[config.mk]
export PLATFORM = sky130hd
export DESIGN_NAME = vga_timing_ctrl_flat
export DESIGN_NICKNAME = d
export VERILOG_FILES = /design/src/rtl/vga_timing_ctrl_if.sv /design/src/rtl/vga_timing_ctrl.sv /design/src/flat_wrapper.sv
export SDC_FILE = /design/constraint.sdc
export NUM_CORES = 1
export LEC_CHECK = 0
export ABC_AREA = 1
export CORE_MARGIN = 1
export CORE_UTILIZATION = 45
export CTS_BUF_LIST = sky130_fd_sc_hd__clkbuf_16
export DETAILED_ROUTE_END_ITERATION = 8
export PLACE_DENSITY = 0.63
export SETUP_SLACK_MARGIN = 0.5
export SYNTH_ARGS = -nofsm -noshare
export SYNTH_HDL_FRONTEND = slang
export SYNTH_SLANG_ARGS = --single-unit
[constraint.sdc]
create_clock -name clk -period 11.14 [get_ports clk]
set_input_delay 2.228 -clock clk [delete_from_list [all_inputs] [get_ports clk]]
set_output_delay 2.228 -clock clk [all_outputs]
set_load 0.02 [all_outputs]
[src/rtl/vga_timing_ctrl_if.sv]
// Interface between the timing controller and its config/video neighbours.
// The master side drives config and pixel enable; the slave side is the controller.
interface vga_timing_ctrl_if #(
  parameter int CW = 11
);
  logic          en;
  logic          cfg_we;
  logic [2:0]    cfg_addr;
  logic [CW-1:0] cfg_wdata;
  logic          cfg_commit;
  logic          cfg_pending;
  logic          hsync;
  logic          vsync;
  logic          de;
  logic [CW-1:0] x;
  logic [CW-1:0] y;
  logic          line_start;
  logic          frame_start;

  modport master (
    output en, cfg_we, cfg_addr, cfg_wdata, cfg_commit,
    input  cfg_pending, hsync, vsync, de, x, y, line_start, frame_start
  );

  modport slave (
    input  en, cfg_we, cfg_addr, cfg_wdata, cfg_commit,
    output cfg_pending, hsync, vsync, de, x, y, line_start, frame_start
  );
endinterface

[src/rtl/vga_timing_ctrl.sv]
// Programmable VGA timing generator: per-axis phase FSMs driven by a
// double-buffered timing bank that only swaps on a frame boundary.
module vga_timing_ctrl #(
  parameter int CW                = 11,
  parameter int HSYNC_ACTIVE_HIGH = 0,
  parameter int VSYNC_ACTIVE_HIGH = 0,
  parameter int H_ACT             = 640,
  parameter int H_FP              = 16,
  parameter int H_SYNC            = 96,
  parameter int H_BP              = 48,
  parameter int V_ACT             = 480,
  parameter int V_FP              = 10,
  parameter int V_SYNC            = 2,
  parameter int V_BP              = 33
) (
  input  logic              clk,
  input  logic              rst,
  vga_timing_ctrl_if.slave  bus
);

  localparam logic [1:0] ST_ACT  = 2'd0;
  localparam logic [1:0] ST_FP   = 2'd1;
  localparam logic [1:0] ST_SYNC = 2'd2;
  localparam logic [1:0] ST_BP   = 2'd3;

  logic [1:0]    hState_q, hState_d;
  logic [1:0]    vState_q, vState_d;
  logic [CW-1:0] hCnt_q, hCnt_d;
  logic [CW-1:0] vCnt_q, vCnt_d;
  logic [CW-1:0] stage_q [8];
  logic [CW-1:0] stage_d [8];
  logic [CW-1:0] act_q [8];
  logic [CW-1:0] act_d [8];
  logic          pending_q, pending_d;

  logic [CW-1:0] hLen, vLen;
  logic          hLast, vLast, hEol, frameEnd;

  function automatic logic [CW-1:0] defLen(input int idx);
    case (idx)
      0:       return CW'(H_ACT);
      1:       return CW'(H_FP);
      2:       return CW'(H_SYNC);
      3:       return CW'(H_BP);
      4:       return CW'(V_ACT);
      5:       return CW'(V_FP);
      6:       return CW'(V_SYNC);
      default: return CW'(V_BP);
    endcase
  endfunction

  function automatic logic [1:0] nextState(input logic [1:0] s);
    case (s)
      ST_ACT:  return ST_FP;
      ST_FP:   return ST_SYNC;
      ST_SYNC: return ST_BP;
      default: return ST_ACT;
    endcase
  endfunction

  // Bank index is {axis, phase}: H lengths live at 0-3, V lengths at 4-7.
  always_comb begin
    hLen     = act_q[{1'b0, hState_q}];
    vLen     = act_q[{1'b1, vState_q}];
    hLast    = (hCnt_q == hLen - CW'(1));
    vLast    = (vCnt_q == vLen - CW'(1));
    hEol     = bus.en && (hState_q == ST_BP) && hLast;
    frameEnd = hEol && (vState_q == ST_BP) && vLast;
  end

  always_comb begin
    hState_d = hState_q;
    hCnt_d   = hCnt_q;
    vState_d = vState_q;
    vCnt_d   = vCnt_q;
    if (bus.en) begin
      if (hLast) begin
        hState_d = nextState(hState_q);
        hCnt_d   = '0;
      end else begin
        hCnt_d = hCnt_q + CW'(1);
      end
    end
    if (hEol) begin
      if (vLast) begin
        vState_d = nextState(vState_q);
        vCnt_d   = '0;
      end else begin
        vCnt_d = vCnt_q + CW'(1);
      end
    end
  end

  // A commit raised on the boundary cycle itself must survive the clear.
  always_comb begin
    stage_d = stage_q;
    if (bus.cfg_we) begin
      stage_d[bus.cfg_addr] = (bus.cfg_wdata == '0) ? CW'(1) : bus.cfg_wdata;
    end
    act_d = act_q;
    if (frameEnd && pending_q) begin
      act_d = stage_q;
    end
    pending_d = bus.cfg_commit | (pending_q & ~frameEnd);
  end

  always_ff @(posedge clk or posedge rst) begin
    if (rst) begin
      hState_q  <= ST_ACT;
      vState_q  <= ST_ACT;
      hCnt_q    <= '0;
      vCnt_q    <= '0;
      pending_q <= 1'b0;
      for (int i = 0; i < 8; i++) begin
        stage_q[i] <= defLen(i);
        act_q[i]   <= defLen(i);
      end
    end else begin
      hState_q  <= hState_d;
      vState_q  <= vState_d;
      hCnt_q    <= hCnt_d;
      vCnt_q    <= vCnt_d;
      pending_q <= pending_d;
      stage_q   <= stage_d;
      act_q     <= act_d;
    end
  end

  // Strobes are masked during reset so an enabled reset never pulses them.
  assign bus.de          = (hState_q == ST_ACT) && (vState_q == ST_ACT);
  assign bus.x           = bus.de ? hCnt_q : '0;
  assign bus.y           = (vState_q == ST_ACT) ? vCnt_q : '0;
  assign bus.hsync       = (hState_q == ST_SYNC) ^ (HSYNC_ACTIVE_HIGH == 0);
  assign bus.vsync       = (vState_q == ST_SYNC) ^ (VSYNC_ACTIVE_HIGH == 0);
  assign bus.line_start  = ~rst && bus.en && (hState_q == ST_ACT) && (hCnt_q == '0);
  assign bus.frame_start = bus.line_start && (vState_q == ST_ACT) && (vCnt_q == '0);
  assign bus.cfg_pending = pending_q;

endmodule

[src/flat_wrapper.sv]
// flat-port wrapper written by rule: the top's interface ports become plain ports
module vga_timing_ctrl_flat 
#(
  parameter int CW                = 11,
  parameter int HSYNC_ACTIVE_HIGH = 0,
  parameter int VSYNC_ACTIVE_HIGH = 0,
  parameter int H_ACT             = 640,
  parameter int H_FP              = 16,
  parameter int H_SYNC            = 96,
  parameter int H_BP              = 48,
  parameter int V_ACT             = 480,
  parameter int V_FP              = 10,
  parameter int V_SYNC            = 2,
  parameter int V_BP              = 33
)
  (clk, rst, bus_en, bus_cfg_we, bus_cfg_addr, bus_cfg_wdata, bus_cfg_commit, bus_cfg_pending, bus_hsync, bus_vsync, bus_de, bus_x, bus_y, bus_line_start, bus_frame_start);
  vga_timing_ctrl_if #(.CW(CW)) bus_i ();
  input  logic clk;
  input  logic rst;
  input wire logic [$bits(bus_i.en)-1:0] bus_en;
  input wire logic [$bits(bus_i.cfg_we)-1:0] bus_cfg_we;
  input wire logic [$bits(bus_i.cfg_addr)-1:0] bus_cfg_addr;
  input wire logic [$bits(bus_i.cfg_wdata)-1:0] bus_cfg_wdata;
  input wire logic [$bits(bus_i.cfg_commit)-1:0] bus_cfg_commit;
  output wire logic [$bits(bus_i.cfg_pending)-1:0] bus_cfg_pending;
  output wire logic [$bits(bus_i.hsync)-1:0] bus_hsync;
  output wire logic [$bits(bus_i.vsync)-1:0] bus_vsync;
  output wire logic [$bits(bus_i.de)-1:0] bus_de;
  output wire logic [$bits(bus_i.x)-1:0] bus_x;
  output wire logic [$bits(bus_i.y)-1:0] bus_y;
  output wire logic [$bits(bus_i.line_start)-1:0] bus_line_start;
  output wire logic [$bits(bus_i.frame_start)-1:0] bus_frame_start;
  assign bus_i.en = bus_en;
  assign bus_i.cfg_we = bus_cfg_we;
  assign bus_i.cfg_addr = bus_cfg_addr;
  assign bus_i.cfg_wdata = bus_cfg_wdata;
  assign bus_i.cfg_commit = bus_cfg_commit;
  assign bus_cfg_pending = bus_i.cfg_pending;
  assign bus_hsync = bus_i.hsync;
  assign bus_vsync = bus_i.vsync;
  assign bus_de = bus_i.de;
  assign bus_x = bus_i.x;
  assign bus_y = bus_i.y;
  assign bus_line_start = bus_i.line_start;
  assign bus_frame_start = bus_i.frame_start;
  vga_timing_ctrl #(.CW(CW), .HSYNC_ACTIVE_HIGH(HSYNC_ACTIVE_HIGH), .VSYNC_ACTIVE_HIGH(VSYNC_ACTIVE_HIGH), .H_ACT(H_ACT), .H_FP(H_FP), .H_SYNC(H_SYNC), .H_BP(H_BP), .V_ACT(V_ACT), .V_FP(V_FP), .V_SYNC(V_SYNC), .V_BP(V_BP)) u_core (.clk(clk), .rst(rst), .bus(bus_i));
endmodule
==> results.py <==
metrics = {
    "worst_setup_path": {
        "worstPathArrival_ns": 4.70,
        "crit_start": "rst",
        "crit_path_end": "bus_frame_start",
        "r2r_end": "u_core.act_q[49]$_DFFE_PP1P_",
        "start_kind": "primary input",
        "r2r_start": "u_core.vState_q[1]$_DFFE_PP0P_",
        "worst-r2r-cell-count": 16,
        "cp.required_ns": 8.91,
        "cp-end-kind": "output pin",
        "path_class": "in -> out",
        "worstPathMaxFanout": 82,
        "rrSetupSlack_ns": 6.70,
    },
    "clocking": {
        "postCtsHoldBufs": 0,
        "cts_tree": "yes",
        "cts_max_level": 1,
        "ctsResizeCount": 0,
        "insertion_delay_ns": 0.50,
        "numCtsBuffers": 23,
        "clock_path_buffers": 3,
        "clock_sinks": 203,
        "cts_setup_buffers": 0,
        "cts_root_buf": "clkbuf_16",
        "clk_pin_slew_ns": 0.06,
    },
    "timing": {
        "maxSlewHeadroom_pct": 30.6,
        "drv_slew": 0,
        "fin_setup_tns_ns": 0,
        "rsz0062_at_grt": "no",
        "period_minus_slack_ns": 6.92,
        "fin_crit_sh_pct": 62.2,
        "fin_skew_ns": 0.0122,
        "setup_viol": 0,
        "clock.fmax_ghz": 0.144,
        "worst_pin_slew_ns": 1.04,
        "hold_violations": 0,
    },
    "synth": {
        "ys_async_sr_fraction_pct": 100,
        "yosys-top-cells-area": "dfrtp_1 41%, nand2_1 19%, dfstp_2 8.1%, nand4_1 6.1%, nand3_1 4.9%",
        "yosysWarnings": 0,
        "avgSynthCellArea_um2": 7.68,
        "synth_seq_area_share_pct": 49.1,
        "ys_ff_latch": 203,
        "synth_fp_nets": 1388,
        "synth_top_area_cell": "dfrtp_1",
        "synth_edf_count": 0,
        "synth_top_area_share_pct": 41.0,
        "synthCells": 1357,
        "ys_types": 33,
        "syn-cell-area_mm2": 0.0104,
        "ys.flop_type": "dfrtp_1",
    },
    "die": {
        "rows": 55,
        "die_area_mm2": 0.0238,
        "die-width_um": 154,
        "start_util_pct": 45.9,
        "top_level_ports": 47,
        "die_h_um": 154,
        "core_area_mm2": 0.0227,
    },
    "detailed_routing": {
        "firstDrtPassIters": 7,
        "postRouteAntennaNets": 0,
        "drc": 0,
        "vias": 8798,
        "drtIter0Drc": 573,
        "wl_per_cell_um": 15.8,
        "vias_per_cell": 5.28,
        "drt-total-wl_um": 26400,
    },
    "pwr": {
        "peakVddDrop_mv": 0.145,
        "power.density_mw_per_mm2": 238,
        "finalPower_mw": 2.78,
        "leakagePower_nw": 6.09,
    },
    "cells_and_area": {
        "instances_no_fill": 1667,
        "drive_above_1_share_pct": 6.95,
        "area_growth_pct": 12.1,
        "nets": 1397,
        "diodes": 0,
    },
    "global_route": {
        "antenna_found_initial": 0,
        "grt_pass1_wl_um": 43900,
        "grt_usage_pct": 23.0,
        "grt-ovfl-total": 0,
        "grt_max_degree": 94,
        "first_global_vias": 8317,
    },
    "place": {
        "placed_cells": 1626,
        "port_buffers": 46,
        "gp_congestion": 0.884,
        "hpwlAfterDp_um": 16200,
    },
    "min_path": {
        "hold_class": "reg -> reg",
        "worst_hold_startpoint": "u_core.act_q[23]$_DFFE_PP1P_",
    },
    "run_status": {
        "status": "finished, final reports clean",
    },
    "run": {
        "maxCapViolCount": 0,
    },
}
-- flip-flops by register name, summed over array words and instances, names as in the netlist --
register / flops
u_core.act_q: 88
u_core.bus.cfg_pending: 1
u_core.vCnt_q: 11
u_core.hCnt_q: 11
u_core.hState_q: 2
u_core.stage_q: 88
u_core.vState_q: 2
-- through the flow --
stage | hold slack (ns) | cell area [um2] | worst slack [ns] | utilization, %
final | 0.460 | 11700 | 4.22 | 51.5
after global routing | 0.475 | 11700 | 3.92 | 51.5
after CTS | 0.463 | 11700 | 4.14 | 51.5
after detailed placement | 0.454 | 11000 | 4.14 | 48.3
after global placement | 0.452 | 11000 | 4.13 | 48.3
after floorplan | 0.442 | 10400 | 0.576 | -
-- critical path, stage by stage --
cell and delay (ns):
clkdlybuf4s50_1 0.49, inv_8 0.42, nand4_1 0.16, nor4_1 0.39, nor4b_1 0.28, clkdlybuf4s50_1 0.65
-- cells by family (layout without fill, tap and decap cells) --
| family | Yosys count | count (layout) | share of synthesized area, % |
|---|---|---|---|
| compound gates | 112 | 112 | 5.47 |
| xor+xnor | 19 | 19 | 1.86 |
| fa+ha+maj | 12 | 12 | 1.44 |
| buf+inv | 175 | 200 | 7.20 |
| flops | 203 | 203 | 49.1 |
| mux | 1 | 1 | 0.108 |
| simple gates | 835 | 835 | 34.8 |
-- power breakdown --
part	leakage, nW	switching, mW	internal (mW)
clock	0.372	0.298	0.421
combinational	3.21	0.741	0.386
sequential	2.50	0.0911	0.845
total	6.09	1.13	1.65
-- cells in the final DEF (no fill, tap or decap), types with 2 or more instances in the layout --
| cell type | Yosys | layout |
|---|---|---|
| bufinv_16 | 0 | 2 |
| clkinv_1 | 1 | 6 |
| nor2_4 | 3 | 4 |
| nand4_1 | 101 | 101 |
| dfrtp_1 | 171 | 170 |
| clkinv_4 | 0 | 3 |
| clkinv_2 | 0 | 2 |
| buf_4 | 3 | 10 |
| nor3_1 | 8 | 8 |
| ha_1 | 12 | 11 |
| xnor3_1 | 2 | 2 |
| clkdlybuf4s50_1 | 0 | 46 |
| inv_1 | 96 | 101 |
| clkbuf_16 | 0 | 23 |
| nor2_1 | 78 | 78 |
| nor4_1 | 3 | 3 |
| xor2_1 | 17 | 17 |
| nand3_1 | 102 | 102 |
| o211ai_1 | 2 | 2 |
| o21ai_1 | 2 | 2 |
| nand3b_1 | 5 | 5 |
| dfstp_2 | 32 | 32 |
| nand2_2 | 4 | 4 |
| o21ai_0 | 90 | 90 |
| a21oi_1 | 17 | 17 |
| inv_2 | 6 | 6 |
| nor2_2 | 5 | 4 |
| nand2_1 | 521 | 521 |
-- area by class of cell --
class / instances / area [um2]
Clock inverter: 18 / 138
Sequential cell: 203 / 5120
Clock buffer: 23 / 576
Tap cell: 285 / 357
Timing Repair Buffer: 56 / 536
Inverter: 103 / 394
Fill cell: 2240 / 11000
Multi-Input combinational cell: 979 / 4560
-- per-layer routing --
| metal | GRT usage (%) | part of all wire, % | up-vias | wire length [um] |
|---|---|---|---|---|
| li1 | - | - | 4423 | - |
| met1 | 33.9 | 49 | 4162 | 13000 |
| met2 | 36.9 | 45 | 182 | 12000 |
| met3 | 2.35 | 4.2 | 31 | 1100 |
| met4 | 4.90 | 1.3 | 0 | 337 |
| met5 | 0 | 0 | - | 0 |
-- Yosys cell counts, types with 2 or more instances --
| master | number |
|---|---|
| buf_6 | 9 |
| a21oi_1 | 17 |
| nor2_1 | 78 |
| dfrtp_1 | 171 |
| nand2_2 | 4 |
| inv_1 | 96 |
| nand4_1 | 101 |
| o211ai_1 | 2 |
| nor2_4 | 3 |
| clkbuf_1 | 48 |
| o21ai_0 | 90 |
| o21ai_1 | 2 |
| nand3_1 | 102 |
| nand3b_1 | 5 |
| xnor3_1 | 2 |
| nor3_1 | 8 |
| nand2_1 | 521 |
| nor4_1 | 3 |
| buf_4 | 3 |
| buf_2 | 12 |
| inv_2 | 6 |
| ha_1 | 12 |
| dfstp_2 | 32 |
| xor2_1 | 17 |
| nor2_2 | 5 |
-- worst min-delay path by stage --
stage / endpoint / slack (ns) / depth (start not counted)
floorplan: u_core.act_q[22]$_DFFE_PP0P_ / 0.44 / 2
global placement: u_core.act_q[61]$_DFFE_PP1P_ / 0.45 / 2
detailed placement: u_core.act_q[25]$_DFFE_PP1P_ / 0.45 / 2
CTS: u_core.act_q[25]$_DFFE_PP1P_ / 0.46 / 2
global route: u_core.act_q[0]$_DFFE_PP1P_ / 0.47 / 2
finish: u_core.act_q[23]$_DFFE_PP1P_ / 0.46 / 2
No activity file was read; power rests on OpenSTA's default activity.
==> RTL change: new RTL, config.mk and constraints unchanged <==
Reset style: synchronous (`rst`), changed in one clocked block.
--- a/src/rtl/vga_timing_ctrl.sv
+++ b/src/rtl/vga_timing_ctrl.sv
@@ -104,7 +104,7 @@
     pending_d = bus.cfg_commit | (pending_q & ~frameEnd);
   end
 
-  always_ff @(posedge clk or posedge rst) begin
+  always_ff @(posedge clk) begin
     if (rst) begin
       hState_q  <= ST_ACT;
       vState_q  <= ST_ACT;
Check against the original RTL: differs if rst is asserted again (counterexample within 4 cycles, from zero or initial values and one cycle with rst high); with rst held inactive, the same outputs for 10 cycles.
==> RTL change against the unedited design <==
- wire length decreased by 2.4%
- critical endpoint unchanged
- via count increased by 3.0%
- sequential share of layout area decreased by 7.2 points
- sequential cell count unchanged
- final area decreased by 5.2%
- area after synthesis decreased by 5.3%
- worst setup slack got worse by 0.55 ns
- fmax decreased by 7.4%
Power is not compared: it rests on default switching activity, and its combinational part moved more than twofold at a synthesized area within 25%.
==> RTL change: results (changes against the unedited design) <==
stage	metric	value	unit	change
route	vias per cell	4.99		was 5.28
critical_path	Reg-to-Reg End	u_core.act_q[13]		was u_core.act_q[49]
layout	share of cells above drive strength 1	4.03	%	was 6.95%
critical_path	Worst path max stage delay	0.82	ns	was 0.65 ns
placed_design	Post-Place Cells	1775		was 1626
logic_synthesis	mux share of post-synthesis cell area	0	%	was 0.108%
timing	Max Clock Skew	0.0133	ns	was 0.0122 ns
grt	GR Util met1	33.7	%	was 33.9%
logic_synthesis	Synth top area share	41.2	%	was 41.0%
placed_design	DP Area	10400	um^2	was 11000 um^2
route	DR WL/cell	14.2	um	was 15.8 um
power_and_ir_drop	VDD IR-drop max	0.113	mV	
timing	Tightest Pin Transition	1.14	ns	was 1.04 ns
logic_synthesis	Unique masters post-synth	35		was 33
placed_design	DP HPWL	16.2	mm	about the same
logic_synthesis	Post-Synth XOR/XNOR Area	2.18	%	was 1.86%
critical_path	maximum fanout along the worst path	74		was 82
grt	largest net degree at the start of global routing	112		was 94
status	status	completed		unchanged
critical_path	R2R depth	17		was 16
grt	gr usage total	23.4	%	was 23.0%
logic_synthesis	dominant cells by area after synthesis	dfxtp_1 41%, nand2_1 16%, nor2_1 11%		was dfrtp_1 41%, nand2_1 19%, dfstp_2 8.1%
logic_synthesis	area share of fa/ha/maj cells after synthesis	1.52	%	was 1.44%
timing	final hold slack	0.454	ns	was 0.460 ns
critical_path	r2r setup slk	6.38	ns	was 6.70 ns
min_path	Worst Hold Path EP	u_core.act_q[39]		was u_core.act_q[23]
logic_synthesis	top_reg_cell synth	dfxtp_1		was dfrtp_1
logic_synthesis	Post-Synthesis Cells	1515		was 1357
critical_path	reg2reg start	u_core.hState_q[1]		was u_core.vState_q[1]
logic_synthesis	post-synthesis compound-gate area fraction	8.34	%	was 5.47%
timing	setup ws final	3.66	ns	was 4.22 ns
grt	first-pass GRT wire length	41.6	mm	was 43.9 mm
route	met3 WL	1.20	mm	was 1.10 mm
logic_synthesis	register area share after synthesis	41.2	%	was 49.1%
route	Met2 Routed Length	11.4	mm	was 12.0 mm
route	M1 WL	12.8	mm	was 13.0 mm
route	via count	9059		was 8798
logic_synthesis	synth cell count leaders	413 x nand2_1, 295 x nor2_1, 203 x dfxtp_1		was 521 x nand2_1, 171 x dfrtp_1, 102 x nand3_1
route	1st-iter DRT viols	786		was 573
grt	grt met2 use	37.4	%	was 36.9%
-- RTL change: cell types whose count changed after synthesis, moves of 9 or more --
cell     change
dfxtp_1    +203
nand4_1     -74
buf_2       +12
inv_1       +62
a21oi_1     +40
dfrtp_1    -171
nor2_1     +217
nand2_1    -108
dfstp_2     -32
nor3_1       +9
-- RTL change: layout make-up --
type	instances	area [um^2]
fillers	2176	10200
inverters	165	622
clock inverters	16	73.8
multi-input cells	1073	4840
well taps	275	344
repair buffers	59	558
clock buffers	23	576
flip-flops and latches	203	4060
-- RTL change: worst max-delay path: cells and delay by family --
kind                   cells  cell delay (ns)
buffers and inverters      3             2.21
and+or+nand+nor            3             0.80
-- RTL change: cells by family (layout without fill, tap and decap cells) --
logic type | count (synthesis) | in the layout
flip-flops | 203 | 203
AO/OA/AOI/OAI | 156 | 156
XOR/XNOR | 23 | 23
buffers and inverters | 239 | 263
adder cells (fa/ha/maj) | 12 | 12
AND/OR/NAND/NOR | 882 | 882
